--- src/rtl/multicycle_controller.sv ---
// Main control FSM for the multicycle RV32I core. It sequences the shared
// memory, ALU, register file and PC through the fetch/decode/execute states.
module multicycle_controller #(
    parameter int unsigned STATE_W = 4
) (
    input  logic               clk,
    input  logic               reset,
    input  logic [6:0]         op,
    input  logic [2:0]         funct3,
    input  logic               funct7b5,
    input  logic               zero,
    output logic               PCWrite,
    output logic               AdrSrc,
    output logic               MemWrite,
    output logic               IRWrite,
    output logic [1:0]         ResultSrc,
    output logic [1:0]         ALUSrcA,
    output logic [1:0]         ALUSrcB,
    output logic [1:0]         ImmSrc,
    output logic [2:0]         ALUControl,
    output logic               RegWrite,
    output logic [STATE_W-1:0] state
);

    localparam logic [6:0] OP_LW   = 7'b0000011;
    localparam logic [6:0] OP_SW   = 7'b0100011;
    localparam logic [6:0] OP_R    = 7'b0110011;
    localparam logic [6:0] OP_I    = 7'b0010011;
    localparam logic [6:0] OP_JAL  = 7'b1101111;
    localparam logic [6:0] OP_BEQ  = 7'b1100011;

    localparam logic [2:0] ALU_ADD = 3'b000;
    localparam logic [2:0] ALU_SUB = 3'b001;
    localparam logic [2:0] ALU_AND = 3'b010;
    localparam logic [2:0] ALU_OR  = 3'b011;
    localparam logic [2:0] ALU_SLT = 3'b101;

    typedef enum logic [3:0] {
        S_FETCH    = 4'd0,
        S_DECODE   = 4'd1,
        S_MEMADR   = 4'd2,
        S_MEMREAD  = 4'd3,
        S_MEMWB    = 4'd4,
        S_MEMWRITE = 4'd5,
        S_EXECR    = 4'd6,
        S_ALUWB    = 4'd7,
        S_EXECI    = 4'd8,
        S_JAL      = 4'd9,
        S_BEQ      = 4'd10
    } state_t;

    state_t     cur_state;
    state_t     nxt_state;
    logic       pc_update;
    logic       branch;
    logic [1:0] alu_op;

    // State register
    always_ff @(posedge clk) begin
        if (reset) begin
            cur_state <= S_FETCH;
        end else begin
            cur_state <= nxt_state;
        end
    end

    // Next-state and per-state control outputs
    always_comb begin
        nxt_state = S_FETCH;
        pc_update = 1'b0;
        branch    = 1'b0;
        AdrSrc    = 1'b0;
        MemWrite  = 1'b0;
        IRWrite   = 1'b0;
        ResultSrc = 2'b00;
        ALUSrcA   = 2'b00;
        ALUSrcB   = 2'b00;
        alu_op    = 2'b00;
        RegWrite  = 1'b0;
        unique case (cur_state)
            S_FETCH: begin
                IRWrite   = 1'b1;
                ALUSrcB   = 2'b10;
                ResultSrc = 2'b10;
                pc_update = 1'b1;
                nxt_state = S_DECODE;
            end
            S_DECODE: begin
                ALUSrcA = 2'b01;
                ALUSrcB = 2'b01;
                unique case (op)
                    OP_LW, OP_SW: nxt_state = S_MEMADR;
                    OP_R:         nxt_state = S_EXECR;
                    OP_I:         nxt_state = S_EXECI;
                    OP_JAL:       nxt_state = S_JAL;
                    OP_BEQ:       nxt_state = S_BEQ;
                    default:      nxt_state = S_FETCH;
                endcase
            end
            S_MEMADR: begin
                ALUSrcA   = 2'b10;
                ALUSrcB   = 2'b01;
                nxt_state = (op == OP_LW) ? S_MEMREAD : S_MEMWRITE;
            end
            S_MEMREAD: begin
                AdrSrc    = 1'b1;
                nxt_state = S_MEMWB;
            end
            S_MEMWB: begin
                ResultSrc = 2'b01;
                RegWrite  = 1'b1;
            end
            S_MEMWRITE: begin
                AdrSrc   = 1'b1;
                MemWrite = 1'b1;
            end
            S_EXECR: begin
                ALUSrcA   = 2'b10;
                alu_op    = 2'b10;
                nxt_state = S_ALUWB;
            end
            S_ALUWB: begin
                RegWrite = 1'b1;
            end
            S_EXECI: begin
                ALUSrcA   = 2'b10;
                ALUSrcB   = 2'b01;
                alu_op    = 2'b10;
                nxt_state = S_ALUWB;
            end
            S_JAL: begin
                ALUSrcA   = 2'b01;
                ALUSrcB   = 2'b10;
                pc_update = 1'b1;
                nxt_state = S_ALUWB;
            end
            S_BEQ: begin
                ALUSrcA = 2'b10;
                alu_op  = 2'b01;
                branch  = 1'b1;
            end
            default: nxt_state = S_FETCH;
        endcase

        // Reset aborts the instruction: Fetch selects, but nothing is written
        if (reset) begin
            pc_update = 1'b0;
            branch    = 1'b0;
            AdrSrc    = 1'b0;
            MemWrite  = 1'b0;
            IRWrite   = 1'b0;
            ResultSrc = 2'b10;
            ALUSrcA   = 2'b00;
            ALUSrcB   = 2'b10;
            alu_op    = 2'b00;
            RegWrite  = 1'b0;
        end

        PCWrite = pc_update | (branch & zero);
    end

    // ALU decoder; op[5] separates R-type sub from addi with imm bit 10 set
    always_comb begin
        ALUControl = ALU_ADD;
        unique case (alu_op)
            2'b01: ALUControl = ALU_SUB;
            2'b10: begin
                unique case (funct3)
                    3'b000:  ALUControl = (op[5] & funct7b5) ? ALU_SUB : ALU_ADD;
                    3'b010:  ALUControl = ALU_SLT;
                    3'b110:  ALUControl = ALU_OR;
                    3'b111:  ALUControl = ALU_AND;
                    default: ALUControl = ALU_ADD;
                endcase
            end
            default: ALUControl = ALU_ADD;
        endcase
    end

    // Immediate format follows the opcode in every state
    always_comb begin
        unique case (op)
            OP_SW:   ImmSrc = 2'b01;
            OP_BEQ:  ImmSrc = 2'b10;
            OP_JAL:  ImmSrc = 2'b11;
            default: ImmSrc = 2'b00;
        endcase
    end

    assign state = STATE_W'(cur_state);

    a_write_enables_exclusive: assert property (@(posedge clk)
        $onehot0({IRWrite, MemWrite, RegWrite}));

    a_state_legal: assert property (@(posedge clk) disable iff (reset)
        cur_state <= S_BEQ);

endmodule

--- config.mk ---
export PLATFORM = sky130hd
export DESIGN_NAME = multicycle_controller
export DESIGN_NICKNAME = d
export VERILOG_FILES = /design/src/rtl/multicycle_controller.sv
export SDC_FILE = /design/constraint.sdc
export NUM_CORES = 1
export LEC_CHECK = 0
export CAP_MARGIN = 20
export CORE_MARGIN = 2
export CORE_UTILIZATION = 39
export DETAILED_ROUTE_END_ITERATION = 7
export GPL_ROUTABILITY_DRIVEN = 0
export PLACE_DENSITY = 0.9
export RECOVER_POWER = 50
export SETUP_SLACK_MARGIN = 0.15
export SYNTH_ARGS = -nofsm -noshare
export SYNTH_HDL_FRONTEND = slang
export SYNTH_SLANG_ARGS = --single-unit
--- constraint.sdc ---
create_clock -name clk -period 3.8 [get_ports clk]
set_clock_uncertainty 0.1 [all_clocks]
set_input_delay 0.76 -clock clk [delete_from_list [all_inputs] [get_ports clk]]
set_output_delay 0.76 -clock clk [all_outputs]
set_load 0.005 [all_outputs]
==> impl_metrics.ini, run 1 <==
[clock_tree]
numCtsBuffers = 3
path_clk_slew_ns = 0.04
root_buffer = clkbuf_4
cts.sinks = 4
htree_levels = 1
worstSkewPairLatency_ns = 0.23
cts_tree = yes
clock_path_buffers = 2
ctsHoldBuffers = 0

[timing]
finalHoldViolations = 0
fin_crit_ns = 3.52
max_freq_ghz = 0.284
maxSlewViolCount = 0
relSlewSlack = 0.664
finalSetupViolations = 0
worst_pin_slew_ns = 0.504
finalSetupTns_ns = 0
post-route-period-util = 0.927
grt_setup_unrepaired = no

[routing]
drt.antenna.violating_nets = 0
first_pass_iters = 4
post_drt_wl_per_cell_um = 12.3
drtIter0Drc = 19
vias_per_cell = 5.69
wirelength_um = 1610
vias = 745
drc = 0

[layout]
final.fill_count = 132
multi_input_area_um2 = 434
largest_register_ffs = 4
seqCellArea_um2 = 80.1
diodes = 0
fin_nets = 134
syn2layout_area_growth_pct = 59.6
fin_cells = 131
design_area_um2 = 915
drive_gt1_frac = 0.0948

[floorplanning]
initial_core_util = 0.430
core-area_um2 = 1330
die-area_um2 = 1790
die_w_um = 42.3
die_y_um = 42.3
row_count = 13
pin_count = 34

[synth]
synth.top_cells.by_area = dfxtp_1 (14%), nor2_1 (7.9%), nor3_1 (7.0%)
syn_inst = 84
synth.avg_cell_area_um2 = 6.82
yosys.area.top_type = dfxtp_1
yosysTopAreaCellShare = 0.140
synth_edf_count = 0
ys_seq_area_frac = 0.140
syn-num-nets = 100
synth.distinct_cells = 37
dominantRegCellSynth = dfxtp_1
synthArstFlopShare = 0
ys_ff_latch = 4
syn-cell-area_um2 = 573
yosysWarnings = 0

[placement]
dp_cells = 128
io_buffers = 33
dp_hpwl_um = 1280
place_area_um2 = 897

[flow_run]
cap_violations = 0

[critical_path]
critPathSlowestCell = clkdlybuf4s50_1
cp_max_fo = 4
crit_arrival_ns = 2.66
rrSetupSlack_ns = 2.28
startpoint_type = input pin
endpoint = ALUControl[1]
r2r-end = state[2]
end_kind = output pin
path_common_cell = clkdlybuf4s50_1
cp_slowest_stage_delay_ns = 0.53
worstPathRequired_ns = 2.94
critPathKind = input pin to output pin
startpoint = reset
regToRegStartpoint = state[0]
path_cells = clkdlybuf4s50_1, nor2_1, nand3_1, ha_1, nor3_1, clkdlybuf4s50_1
reg2reg_depth = 4

[global_routing]
overflow = 0
grt_max_degree = 17
antenna_found_initial = 0
grt_pass1_vias = 683
grt_usage = 0.194
grt_pass1_wl_um = 2740

[power_and_ir_drop]
ir_worst_vdd_mv = 0.106
power-per-cell-area_nw_per_um2 = 162
p_leak_nw = 0.353

[hold_path]
hp-class = register to register

[status]
status = finished, final reports clean
## cells in the final DEF (no fill, tap or decap), drive strengths merged
cell type      instances
a2111oi                1
a21o                   2
a21oi                  5
a22oi                  1
a311oi                 1
a31o                   2
a31oi                  2
and2                   1
and2b                  1
and3                   3
buf                    1
clkbuf                 3
clkdlybuf4s50         26
dfxtp                  4
dlygate4sd3            7
ha                     2
inv                    5
nand2                  4
nand2b                 3
nand3                  5
nand4                  1
nand4b                 1
nand4bb                1
nor2                  12
nor2b                  1
nor3                   9
o211ai                 2
o21ai                  4
o311a                  1
or2                    1
or3                    1
xnor2                  2
xor2                   1
## per-layer routing
metal	global-route usage	part of all wire	vias up
li1	-	-	370
met1	0.207	0.42	335
met2	0.369	0.50	38
met3	0.0431	0.068	2
met4	0.0625	0.0099	0
met5	0	0	-
## critical path, delay by kind of cell
kind	cells	cell delay [ns]
buffers and inverters	2	0.97
and+or+nand+nor	3	0.57
adders and majority gates	1	0.35
## synth_stat cells (3+ instances only)
| cell | n |
|---|---|
| a21oi_1 | 5 |
| and3_1 | 3 |
| dfxtp_1 | 4 |
| inv_1 | 4 |
| nand2_1 | 4 |
| nand2b_1 | 3 |
| nand3_1 | 5 |
| nor2_1 | 12 |
| nor3_1 | 8 |
| o21ai_0 | 4 |
## logic make-up after synthesis
group,share of synthesized area
fa+ha+maj,0.0437
simple gates,0.421
xor+xnor,0.0459
flops,0.140
buf+inv,0.0939
compound gates,0.255
## worst min path at each step
| stage | slack (ns) | from | end | cells past startpoint |
|---|---|---|---|---|
| 3_3_place_gp | 0.63 | state[3] | state[0] | 2 |
| 4_1_cts | 0.64 | state[3] | state[0] | 2 |
| 6_report | 0.63 | state[3] | state[0] | 2 |
| 3_5_place_dp | 0.63 | state[3] | state[0] | 2 |
| 2_1_floorplan | 0.54 | state[0] | state[3] | 4 |
| 5_1_grt | 0.68 | state[3] | state[0] | 2 |
## where the power goes
group	switching, mW	total (mW)	internal (mW)
clock	0.0171	0.0524	0.0353
sequential	0.00422	0.0475	0.0433
combinational	0.0185	0.0478	0.0294
## timing repair
| action | CTS | global route |
|---|---|---|
| gates resized for setup | 0 | 1 |
| endpoints found under the setup margin | 0 | 1 |
| setup buffers | 0 | 0 |
## layout make-up
cell class	instances	area share
multi-input combinational	70	0.475
timing repair buffer	34	0.369
sequential	4	0.0876
clock buffer	3	0.0246
inverter	5	0.0233
tap	15	0.0205
## through the flow
stage          hold WS (ns)  total power, mW  setup slack, ns  utilization
6_report              0.634            0.148            0.278        0.686
4_1_cts               0.636            0.151            0.270        0.689
5_1_grt               0.680            0.160            0.131        0.686
2_1_floorplan         0.539           0.0660             1.20            -
3_3_place_gp          0.631           0.0957            0.365        0.673
3_5_place_dp          0.631           0.0971            0.295        0.673
Power figures use the tool's default switching activity.
==> run 2, diff against run 1 <==
Settings changed: CTS_BUF_LIST set to sky130_fd_sc_hd__clkbuf_4 sky130_fd_sc_hd__clkbuf_8 sky130_fd_sc_hd__clkbuf_16.
==> results of run 2 <==
Final layout, timing and power as in run 1 (identical DEF).
==> run 3, diff against run 2 <==
Settings changed: SETUP_SLACK_MARGIN 0.15 to not set, SLEW_MARGIN set to 5.
==> run 3 against run 2 <==
Critical path depth did not move. Via count is 1.7% higher. Power hardly changed. Core utilization did not move. Sequential share of layout area stayed put. Cell count stayed put. Critical path type unchanged. Largest cell class unchanged. Largest power group unchanged. Highest routed layer unchanged.
==> impl_metrics.ini, run 3 (same netlist as run 1, synthesis figures left out) <==
[status]
status = finished, final reports clean

[critical_path]
path_common_cell = clkdlybuf4s50_1
crit_arrival_ns = 2.63
regToRegStartpoint = state[0]
path_cells = clkdlybuf4s50_1, nor2_1, nand3_1, ha_1, nor3_1, clkdlybuf4s50_1
critPathTopFamily = buffers and inverters
cp.depth = 6
cp_max_fo = 4
startpoint_type = input pin
reg2reg_depth = 4
cp_num_buf_inv = 2
rrSetupSlack_ns = 2.29
cp_slowest_stage_delay_ns = 0.53
end_kind = output pin
worstPathRequired_ns = 2.94
critPathSlowestCell = clkdlybuf4s50_1
r2r-end = state[2]
critPathKind = input pin to output pin

[global_routing]
grt_pass1_wl_um = 2740
overflow = 0
antenna_found_initial = 0
grt_usage = 0.194
grt_pass1_vias = 683
grt_max_degree = 17

[routing]
vias = 758
drc = 0
drtIter0Drc = 10
vias_per_cell = 5.79
wirelength_um = 1580
drt.antenna.violating_nets = 0
post_drt_wl_per_cell_um = 12.1
first_pass_iters = 4

[clock_tree]
clock_path_buffers = 2
path_clk_slew_ns = 0.04
root_buffer = clkbuf_4
htree_levels = 1
numCtsBuffers = 3
cts.sinks = 4
worstSkewPairLatency_ns = 0.24
ctsHoldBuffers = 0
cts_tree = yes
cts_setup_buffers = 0
cts_resized = 0

[timing]
worst_pin_slew_ns = 0.511
post-route-period-util = 0.920
fin_crit_ns = 3.49
max_freq_ghz = 0.286
finalSetupTns_ns = 0
finalSetupViolations = 0
whs_ns = 0.635
finalHoldViolations = 0
fin_ws_ns = 0.306
maxSlewViolCount = 0
grt_setup_unrepaired = no
relSlewSlack = 0.659

[layout]
design_area_um2 = 915
syn2layout_area_growth_pct = 59.6
largest_register_ffs = 4
mostFrequentLayoutCell = clkdlybuf4s50_1
final_cell_mix = clkdlybuf4s50_1 (26), nor2_1 (12), nor3_1 (8)
seqCellArea_um2 = 80.1
fin_nets = 134
drive_gt1_frac = 0.0948
diodes = 0
multi_input_area_um2 = 434
final.fill_count = 131

[power_and_ir_drop]
p_leak_nw = 0.353
ir_worst_vdd_mv = 0.106
switching_share = 0.269
pwr-share-seq = 0.321
pwr-share-clk = 0.356
p_sw_uw = 39.7
combinationalPowerShare = 0.323
intPower_uw = 108
power-per-cell-area_nw_per_um2 = 162

[hold_path]
hold_start = state[3]
hp-class = register to register
min_to = state[0]
whs_path_depth = 2

[floorplanning]
core-area_um2 = 1330
die_y_um = 42.3
pin_count = 34
die-area_um2 = 1790
row_count = 13
initial_core_util = 0.430
die_w_um = 42.3

[placement]
io_buffers = 33
dp_hpwl_um = 1280
place_area_um2 = 897
dp_worst_setup_slack_ns = 0.295

[flow_run]
cap_violations = 0
-- run 3: worst max-delay path by stage --
stage                    endpoint  slack [ns]   from
floorplan           ALUControl[1]        1.20  reset
global placement    ALUControl[1]        0.37  reset
detailed placement  ALUControl[1]        0.29  reset
CTS                 ALUControl[1]        0.27  reset
global route        ALUControl[1]        0.14  reset
finish              ALUControl[1]        0.31  reset
-- run 3: worst register-to-register path: cells and delay by family, from the launching register on --
family          cells  cell delay [ns]
compound gates      2             0.32
buf+inv             1             0.18
simple gates        1             0.18
flops               1             0.61
-- run 3: cell type report --
cell class              count  share of cell area
clock buffers               3              0.0246
inverters                   5              0.0233
multi-input cells          70               0.475
flip-flops and latches      4              0.0876
well taps                  15              0.0205
repair buffers             34               0.369
-- run 3: through the flow --
step,total power [mW],cells,util
floorplan,0.0660,84,-
global placement,0.0957,128,0.673
detailed placement,0.0971,128,0.673
CTS,0.151,131,0.689
global route,0.161,131,0.686
finish,0.148,131,0.686
-- run 3: power groups by stage --
stage               clock network [mW]  logic (mW)  registers (mW)
floorplan                            0      0.0206          0.0454
global placement                     0      0.0477          0.0481
detailed placement                   0      0.0490          0.0481
CTS                             0.0541      0.0491          0.0474
global route                    0.0608      0.0520          0.0477
finish                          0.0526      0.0477          0.0475
-- run 3: layer usage --
| metal | vias to the layer above | GRT usage | wire [um] |
|---|---|---|---|
| li1 | 372 | - | - |
| met1 | 341 | 0.207 | 650 |
| met2 | 43 | 0.369 | 792 |
| met3 | 2 | 0.0431 | 123 |
| met4 | 0 | 0.0625 | 16 |
| met5 | - | 0 | 0 |
